===== src/rtl/window_fetch_sequencer.sv =====
// Window fetch sequencer: walks a win_h x win_w window over a byte image stored
// 32 pixels per memory line, fetches lines through a single-entry cache and
// streams pixels in raster order with valid/ready handshakes.
module window_fetch_sequencer #(
  parameter int unsigned DATA_W = 256,
  parameter int unsigned ADDR_W = 20,
  parameter int unsigned DIM_W  = 12,
  parameter int unsigned WIN_W  = 4
) (
  input  logic              clk,
  input  logic              rst_n,
  input  logic              in_start,
  input  logic [DIM_W-1:0]  in_base_row,
  input  logic [DIM_W-1:0]  in_base_col,
  input  logic [DIM_W-1:0]  in_width,
  input  logic [ADDR_W-1:0] in_offset,
  input  logic [WIN_W-1:0]  in_win_h,
  input  logic [WIN_W-1:0]  in_win_w,
  output logic              out_req_valid,
  output logic [ADDR_W-1:0] out_req_addr,
  input  logic              in_req_ready,
  input  logic              in_rd_valid,
  input  logic [DATA_W-1:0] in_rd_data,
  output logic              out_pix_valid,
  output logic [7:0]        out_pix,
  output logic              out_pix_last,
  input  logic              in_pix_ready,
  output logic              out_busy,
  output logic              out_done
);

  typedef enum logic [2:0] {
    S_IDLE, S_CALC, S_REQ, S_WAIT, S_EMIT, S_DONE
  } state_t;

  state_t state, state_nx;

  logic [DIM_W-1:0]  base_row, base_col, width;
  logic [ADDR_W-1:0] offset, addr_q, cache_addr;
  logic [WIN_W-1:0]  win_h, win_w, r, c;
  logic [4:0]        sel_q;
  logic              cache_vld;
  logic [DATA_W-1:0] cache_line;

  logic [DIM_W-1:0]  row, col;
  logic [23:0]       pix;
  logic [ADDR_W-1:0] addr_c;
  logic              last_pix, cache_hit;

  // Address arithmetic for the current window position (r, c).
  always_comb begin
    row       = base_row + DIM_W'(r);
    col       = base_col + DIM_W'(c);
    pix       = 24'(row) * 24'({1'b0, width} + 1'b1) + 24'(col);
    addr_c    = ADDR_W'(pix[23:5]) + offset;
    cache_hit = cache_vld && (addr_c == cache_addr);
    last_pix  = (r == win_h - 1'b1) && (c == win_w - 1'b1);
  end

  // State register.
  always_ff @(posedge clk or negedge rst_n) begin
    if (!rst_n) state <= S_IDLE;
    else        state <= state_nx;
  end

  // Next-state and output decode.
  always_comb begin
    state_nx      = state;
    out_req_valid = 1'b0;
    out_req_addr  = addr_q;
    out_pix_valid = 1'b0;
    out_pix       = '0;
    out_pix_last  = 1'b0;
    out_busy      = 1'b0;
    out_done      = 1'b0;
    case (state)
      S_IDLE: begin
        if (in_start)
          state_nx = (in_win_h == '0 || in_win_w == '0) ? S_DONE : S_CALC;
      end
      S_CALC: begin
        out_busy = 1'b1;
        state_nx = cache_hit ? S_EMIT : S_REQ;
      end
      S_REQ: begin
        out_busy      = 1'b1;
        out_req_valid = 1'b1;
        if (in_req_ready) state_nx = S_WAIT;
      end
      S_WAIT: begin
        out_busy = 1'b1;
        if (in_rd_valid) state_nx = S_EMIT;
      end
      S_EMIT: begin
        out_busy      = 1'b1;
        out_pix_valid = 1'b1;
        out_pix       = cache_line[{sel_q, 3'b000} +: 8];
        out_pix_last  = last_pix;
        if (in_pix_ready) state_nx = last_pix ? S_DONE : S_CALC;
      end
      S_DONE: begin
        out_done = 1'b1;
        state_nx = S_IDLE;
      end
      default: state_nx = S_IDLE;
    endcase
  end

  // Config latch, position counters, fetch address and line cache.
  always_ff @(posedge clk or negedge rst_n) begin
    if (!rst_n) begin
      base_row   <= '0;
      base_col   <= '0;
      width      <= '0;
      offset     <= '0;
      win_h      <= '0;
      win_w      <= '0;
      r          <= '0;
      c          <= '0;
      addr_q     <= '0;
      sel_q      <= '0;
      cache_vld  <= 1'b0;
      cache_addr <= '0;
      cache_line <= '0;
    end else begin
      case (state)
        S_IDLE: begin
          if (in_start) begin
            base_row  <= in_base_row;
            base_col  <= in_base_col;
            width     <= in_width;
            offset    <= in_offset;
            win_h     <= in_win_h;
            win_w     <= in_win_w;
            r         <= '0;
            c         <= '0;
            cache_vld <= 1'b0;
          end
        end
        S_CALC: begin
          addr_q <= addr_c;
          sel_q  <= ~pix[4:0];
        end
        S_WAIT: begin
          if (in_rd_valid) begin
            cache_line <= in_rd_data;
            cache_addr <= addr_q;
            cache_vld  <= 1'b1;
          end
        end
        S_EMIT: begin
          if (in_pix_ready) begin
            if (c == win_w - 1'b1) begin
              c <= '0;
              r <= r + 1'b1;
            end else begin
              c <= c + 1'b1;
            end
          end
        end
        default: ;
      endcase
    end
  end

endmodule


===== config.mk =====
export PLATFORM = sky130hd
export DESIGN_NAME = window_fetch_sequencer
export DESIGN_NICKNAME = d
export VERILOG_FILES = /design/src/rtl/window_fetch_sequencer.sv
export SDC_FILE = /design/constraint.sdc
export NUM_CORES = 1
export LEC_CHECK = 0
export CAP_MARGIN = 30
export CORE_MARGIN = 2
export CORE_UTILIZATION = 60
export CTS_CLUSTER_DIAMETER = 100
export DETAILED_ROUTE_END_ITERATION = 16
export PLACE_DENSITY = 0.94
export SLEW_MARGIN = 20
export SYNTH_ARGS = -nofsm -noshare
export SYNTH_HDL_FRONTEND = slang
export SYNTH_SLANG_ARGS = --single-unit

===== constraint.sdc =====
create_clock -name clk -period 17.3 [get_ports clk]
set_clock_uncertainty 0.15 [all_clocks]
set_input_delay 2.595 -clock clk [delete_from_list [all_inputs] [get_ports clk]]
set_output_delay 2.595 -clock clk [all_outputs]
set_load 0.02 [all_outputs]

==> impl_metrics.json, run 1 <==
{
  "grt-ovfl-total": 0,
  "tns_ns": 0,
  "maxCapViolCount": 0,
  "clock.fmax_mhz": 101,
  "synth-seq-cells": 377,
  "n_fill_cell": 2454,
  "cts_resized": 0,
  "layout_min_cycle_time_ns": 9.86,
  "grtUsageTotal_pct": 36.6,
  "antenna_left": 0,
  "grt_pass1_vias": 18831,
  "cp_num_buf_inv": 2,
  "syn_area_um2": 23900,
  "synth_fp_nets": 2517,
  "core-area_um2": 39500,
  "die-area_um2": 41500,
  "tightest_slew_ns": 1.07,
  "grt_pass1_wl_mm": 113,
  "post-cts-setup-buffers": 0,
  "die_x_um": 204,
  "synth-seq-area-share_pct": 39.4,
  "cts_htree_levels": 2,
  "drv_slew": 0,
  "synth.yosys.warnings": 0,
  "fin_cells": 2859,
  "boundaryPins": 359,
  "drt_iter0_drc": 1611,
  "ys.flop_type": "dfrtp_1",
  "routed_wirelength_mm": 77.0,
  "end_kind": "flip-flop",
  "clk_latency_ns": 0.58,
  "ctsLongestPathBuffers": 3,
  "cp_common_cell": "fa_1",
  "crit_path_max_incr_delay_ns": 0.68,
  "path_clk_slew_ns": 0.06,
  "cp_slowest_cell": "xor2_1",
  "period_share_pct": 57.0,
  "status": "finished, final reports clean",
  "vias": 17811,
  "drive_gt1_share_pct": 22.8,
  "antenna_found_initial": 20,
  "first_pass_iters": 8,
  "viasPerCell": 6.23,
  "portBuffers": 358,
  "syn_avg_cell_area_um2": 12.2,
  "gp_congestion": 0.943,
  "worstSetupPathType": "flip-flop to flip-flop",
  "setup_violations": 0,
  "crit_path_start_kind": "flip-flop",
  "place_inst": 2773,
  "final_common_cell": "dfrtp_1",
  "hold_buffers": 0,
  "area_delta_synth_final_pct": 22.6,
  "clk_root_buffer_cell": "clkbuf_16",
  "slew_headroom_pct": 28.2,
  "start_util_pct": 60.5,
  "layout.nets": 2844,
  "cts_inserted_buffers": 40,
  "worstPathArrival_ns": 10.17,
  "crit_fanout": 10,
  "die_h_um": 204,
  "row_count": 73,
  "async_reset_ff_share_pct": 100,
  "cts_tree": "yes",
  "cp.required_ns": 17.61,
  "yosysUniqueCellTypes": 82,
  "hold_path.class": "flip-flop to flip-flop",
  "cts_num_sinks": 377,
  "grt_max_degree": 217,
  "cp_top_family": "adder cells",
  "drc": 0,
  "synthCells": 1968,
  "rsz0062_at_grt": "no",
  "hold_viol": 0,
  "wl_per_cell_um": 26.9,
  "synth_enable_flop_cells": 0,
  "layout_common_cells": "dfrtp_1, clkdlybuf4s50_1, mux2_2, inv_1, nor2_1",
  "dpl.hpwl_mm": 53.9
}
stage by stage:
stage	hold WS [ns]	cell area, µm²	utilization, %	worst slack, ns
6_report	0.352	29300	74.2	7.44
4_1_cts	0.354	29200	73.9	7.57
3_5_place_dp	0.338	28000	70.7	7.56
2_1_floorplan	0.324	23900	-	8.73
5_1_grt	0.370	29300	74.1	6.92
3_3_place_gp	0.330	27900	70.5	7.71
registers in the layout, summed over array words and instances, names as in the netlist:
signal / count
width: 12
r: 4
out_req_addr: 20
cache_vld: 1
win_h: 4
base_col: 12
cache_addr: 20
win_w: 4
offset: 20
state: 3
cache_line: 256
c: 4
sel_q: 5
base_row: 12
final timing paths:
| path | startpoint | endpoint | slack, ns | cells past startpoint |
|---|---|---|---|---|
| max in group asynchronous | rst_n | r[1]$_DFFE_PN0P_ | 13.89 | 2 |
| min in group asynchronous | rst_n | offset[16]$_DFFE_PN0P_ | 1.82 | 1 |
| setup reg to reg | r[1]$_DFFE_PN0P_ | state[1]$_DFFE_PN0P_ | 7.44 | 31 |
| hold / removal | cache_line[242]$_DFFE_PN0P_ | cache_line[242]$_DFFE_PN0P_ | 0.35 | 1 |
| setup / recovery | r[1]$_DFFE_PN0P_ | state[1]$_DFFE_PN0P_ | 7.44 | 31 |
| hold reg to reg | cache_line[242]$_DFFE_PN0P_ | cache_line[242]$_DFFE_PN0P_ | 0.35 | 1 |
layout make-up:
type	instances	area (µm²)	area share, %
Antenna cell	14	35.0	0.119
Clock buffer	58	1140	3.88
Clock inverter	9	106	0.363
Inverter	157	589	2.01
Multi-Input combinational cell	1338	13500	46.1
Sequential cell	377	9440	32.2
Tap cell	525	657	2.24
Timing Repair Buffer	381	3850	13.1
cells by family (layout without fill, tap and decap cells):
group	after synthesis	count (layout)	synth area share [%]
mux	423	423	23.6
simple gates	404	404	7.84
flops	377	377	39.4
buf+inv	253	605	4.12
fa+ha+maj	223	223	15.5
compound gates	173	173	5.01
xor+xnor	115	115	4.47
other cells	0	14	0
worst reg2reg max path, delay by kind of cell (launching register included):
kind	cells	cell delay, ns
xor+xnor	2	0.76
fa+ha+maj	8	3.76
buf+inv	2	0.09
compound gates	11	2.54
simple gates	8	2.04
flops	1	0.44
Yosys cell counts (all sizes together) (20+ instances only):
library cell,count,share of area [%]
nor3,24,0.50
inv,157,2.5
dfrtp,377,39
nand3,26,0.54
clkbuf,75,1.2
ha,100,5.2
mux4,80,7.5
buf,21,0.47
xor2,48,1.8
fa,123,10
nand2b,20,0.52
o21ai,44,0.92
mux2,334,16
a21oi,42,0.89
nand2,112,1.8
nor2,140,2.2
xnor2,63,2.3
per-layer routing:
| metal | routed length, µm | global-route usage (%) | vias to the layer above |
|---|---|---|---|
| met3 | 6720 | 9.00 | 306 |
| met1 | 27300 | 43.7 | 9000 |
| met5 | 58 | 0 | - |
| li1 | - | - | 7480 |
| met4 | 5330 | 21.1 | 8 |
| met2 | 37700 | 60.9 | 1017 |
Power of run 1 is not shown: default switching activity piles up to over one toggle a cycle in this logic, so the estimate is an artifact.
==> inputs of run 2 (changes only) <==
Settings changed: CORE_UTILIZATION 60 to 50, PLACE_DENSITY 0.94 to 0.85.
Clock period 17.3 ns to 8.5 ns, I/O delays scaled along.
==> run 2 against run 1 <==
Effect of this change:
- the flow now finishes with violations (setup timing)
- fmax grew 14%
- flip-flop and latch count is the same
- first-iteration DRC count shrank 34%
- hold slack lost 0.0040 ns
- clock-buffer cell count grew 3
- utilization shrank 6.4 points
- setup slack lost 7.6 ns
- global-route usage shrank 6.8 points
- cell count grew 11%
- cell area grew 9.5%
- critical path depth grew 1
- die area grew 20%
==> impl_metrics.json, run 2 (synthesis results as in run 1) <==
{
  "slew_headroom_pct": 25.2,
  "cp_common_cell": "fa_1",
  "fin_cells": 3178,
  "largest_reg_flops": 256,
  "place_inst": 3062,
  "cts_htree_levels": 2,
  "vias": 17759,
  "fin_ws_ns": -0.165,
  "boundaryPins": 359,
  "hold_viol": 0,
  "final_common_cell": "dfrtp_1",
  "drt_iter0_drc": 1057,
  "violations": "setup timing",
  "grt_pass1_wl_mm": 113,
  "area_delta_synth_final_pct": 34.3,
  "start_util_pct": 50.4,
  "rsz0062_at_grt": "yes",
  "worstSetupPathType": "flip-flop to flip-flop",
  "top_usage_layer": "met2",
  "cts_tree": "yes",
  "die_x_um": 223,
  "crit_path_start_kind": "flip-flop",
  "cp.required_ns": 8.81,
  "clk_latency_ns": 0.59,
  "met1_usage_pct": 36.5,
  "wl_per_cell_um": 22.8,
  "clock.fmax_mhz": 115,
  "tightest_slew_ns": 1.12,
  "end_kind": "flip-flop",
  "grt_max_degree": 200,
  "use_met2_pct": 51.8,
  "hold_path.class": "flip-flop to flip-flop",
  "layout_common_cells": "dfrtp_1, clkdlybuf4s50_1, mux2_2, buf_4, inv_1",
  "crit_fanout": 5,
  "setup_violations": 2,
  "worstPathArrival_ns": 8.97,
  "die_h_um": 223,
  "cp_slowest_cell": "fa_1",
  "period_share_pct": 102,
  "first_pass_iters": 5,
  "antenna_found_initial": 6,
  "grt_pass1_vias": 19495,
  "maxCapViolCount": 0,
  "ctsLongestPathBuffers": 3,
  "core-area_um2": 47400,
  "layout_min_cycle_time_ns": 8.66,
  "path_clk_slew_ns": 0.06,
  "cts_inserted_buffers": 42,
  "cts_num_sinks": 377,
  "drive_gt1_share_pct": 34.4,
  "dpl.hpwl_mm": 54.4,
  "status": "finished, violations left",
  "max_flop_register": "cache_line",
  "clk_root_buffer_cell": "clkbuf_16",
  "viasPerCell": 5.59,
  "crit_path_max_incr_delay_ns": 0.59,
  "antenna_left": 0,
  "hold_buffers": 0,
  "drv_slew": 0,
  "gp_congestion": 0.975,
  "die-area_um2": 49600,
  "grtUsageTotal_pct": 29.8,
  "drc": 0,
  "routed_wirelength_mm": 72.6,
  "grt-ovfl-total": 0,
  "row_count": 80,
  "portBuffers": 358,
  "grt.met3_usage_pct": 7.45,
  "layout.nets": 3078
}
==> run 2: stage by stage <==
stage | hold WS, ns | TNS [ns] | instance area [µm²] | util [%] | setup WS (ns)
6_report | 0.348 | -0.284 | 32100 | 67.7 | -0.165
5_1_grt | 0.355 | -1.24 | 32100 | 67.7 | -0.513
4_1_cts | 0.352 | 0 | 31700 | 66.9 | 0.00388
3_5_place_dp | 0.338 | -1.84 | 29600 | 62.3 | -0.727
3_3_place_gp | 0.332 | -1.20 | 29600 | 62.3 | -0.576
2_1_floorplan | 0.324 | 0 | 23900 | - | 0.0263
==> run 2: repair_timing <==
action                                  CTS  global route
hold endpoints to repair                  0             0
setup buffers                            22            13
resized for setup                       107            48
pin swaps                                54            51
endpoints found under the setup margin    6             5
==> run 2: routing by layer <==
layer | routed length, µm | vias to the layer above | share of wire (%)
met5 | 13 | - | 0.018
met2 | 36600 | 620 | 50
met4 | 2730 | 2 | 3.8
met1 | 28100 | 9056 | 39
met3 | 5180 | 139 | 7.1
li1 | - | 7942 | -
==> run 2: worst paths after layout <==
check                           depth (start not counted)  slack, ns                  startpoint                          end
worst min register to register                          1       0.35  cache_line[30]$_DFFE_PN0P_   cache_line[30]$_DFFE_PN0P_
worst min-delay path                                    1       0.35  cache_line[30]$_DFFE_PN0P_   cache_line[30]$_DFFE_PN0P_
max in group asynchronous                               4       5.86                       rst_n  cache_line[183]$_DFFE_PN0P_
worst max-delay path                                   32      -0.16            r[1]$_DFFE_PN0P_         state[1]$_DFFE_PN0P_
min in group asynchronous                               1       0.54                       rst_n        offset[9]$_DFFE_PN0P_
worst max register to register                         32      -0.16            r[1]$_DFFE_PN0P_         state[1]$_DFFE_PN0P_
==> run 2: cell type report <==
| class | count | area (µm²) |
|---|---|---|
| fillers | 3313 | 15300 |
| multi-input cells | 1338 | 14300 |
| inverters | 157 | 589 |
| clock buffers | 61 | 1260 |
| diodes | 4 | 10.0 |
| repair buffers | 613 | 5610 |
| well taps | 615 | 769 |
| clock inverters | 13 | 174 |
| flip-flops and latches | 377 | 9440 |
==> run 2: critical path, delay by kind of cell (launching register included) <==
kind,cells,cell delay [ns]
fa+ha+maj,8,3.49
compound gates,12,2.63
simple gates,5,0.98
buf+inv,5,0.57
flops,1,0.38
xor+xnor,2,0.31
Power of run 2 is left out for the same reason.
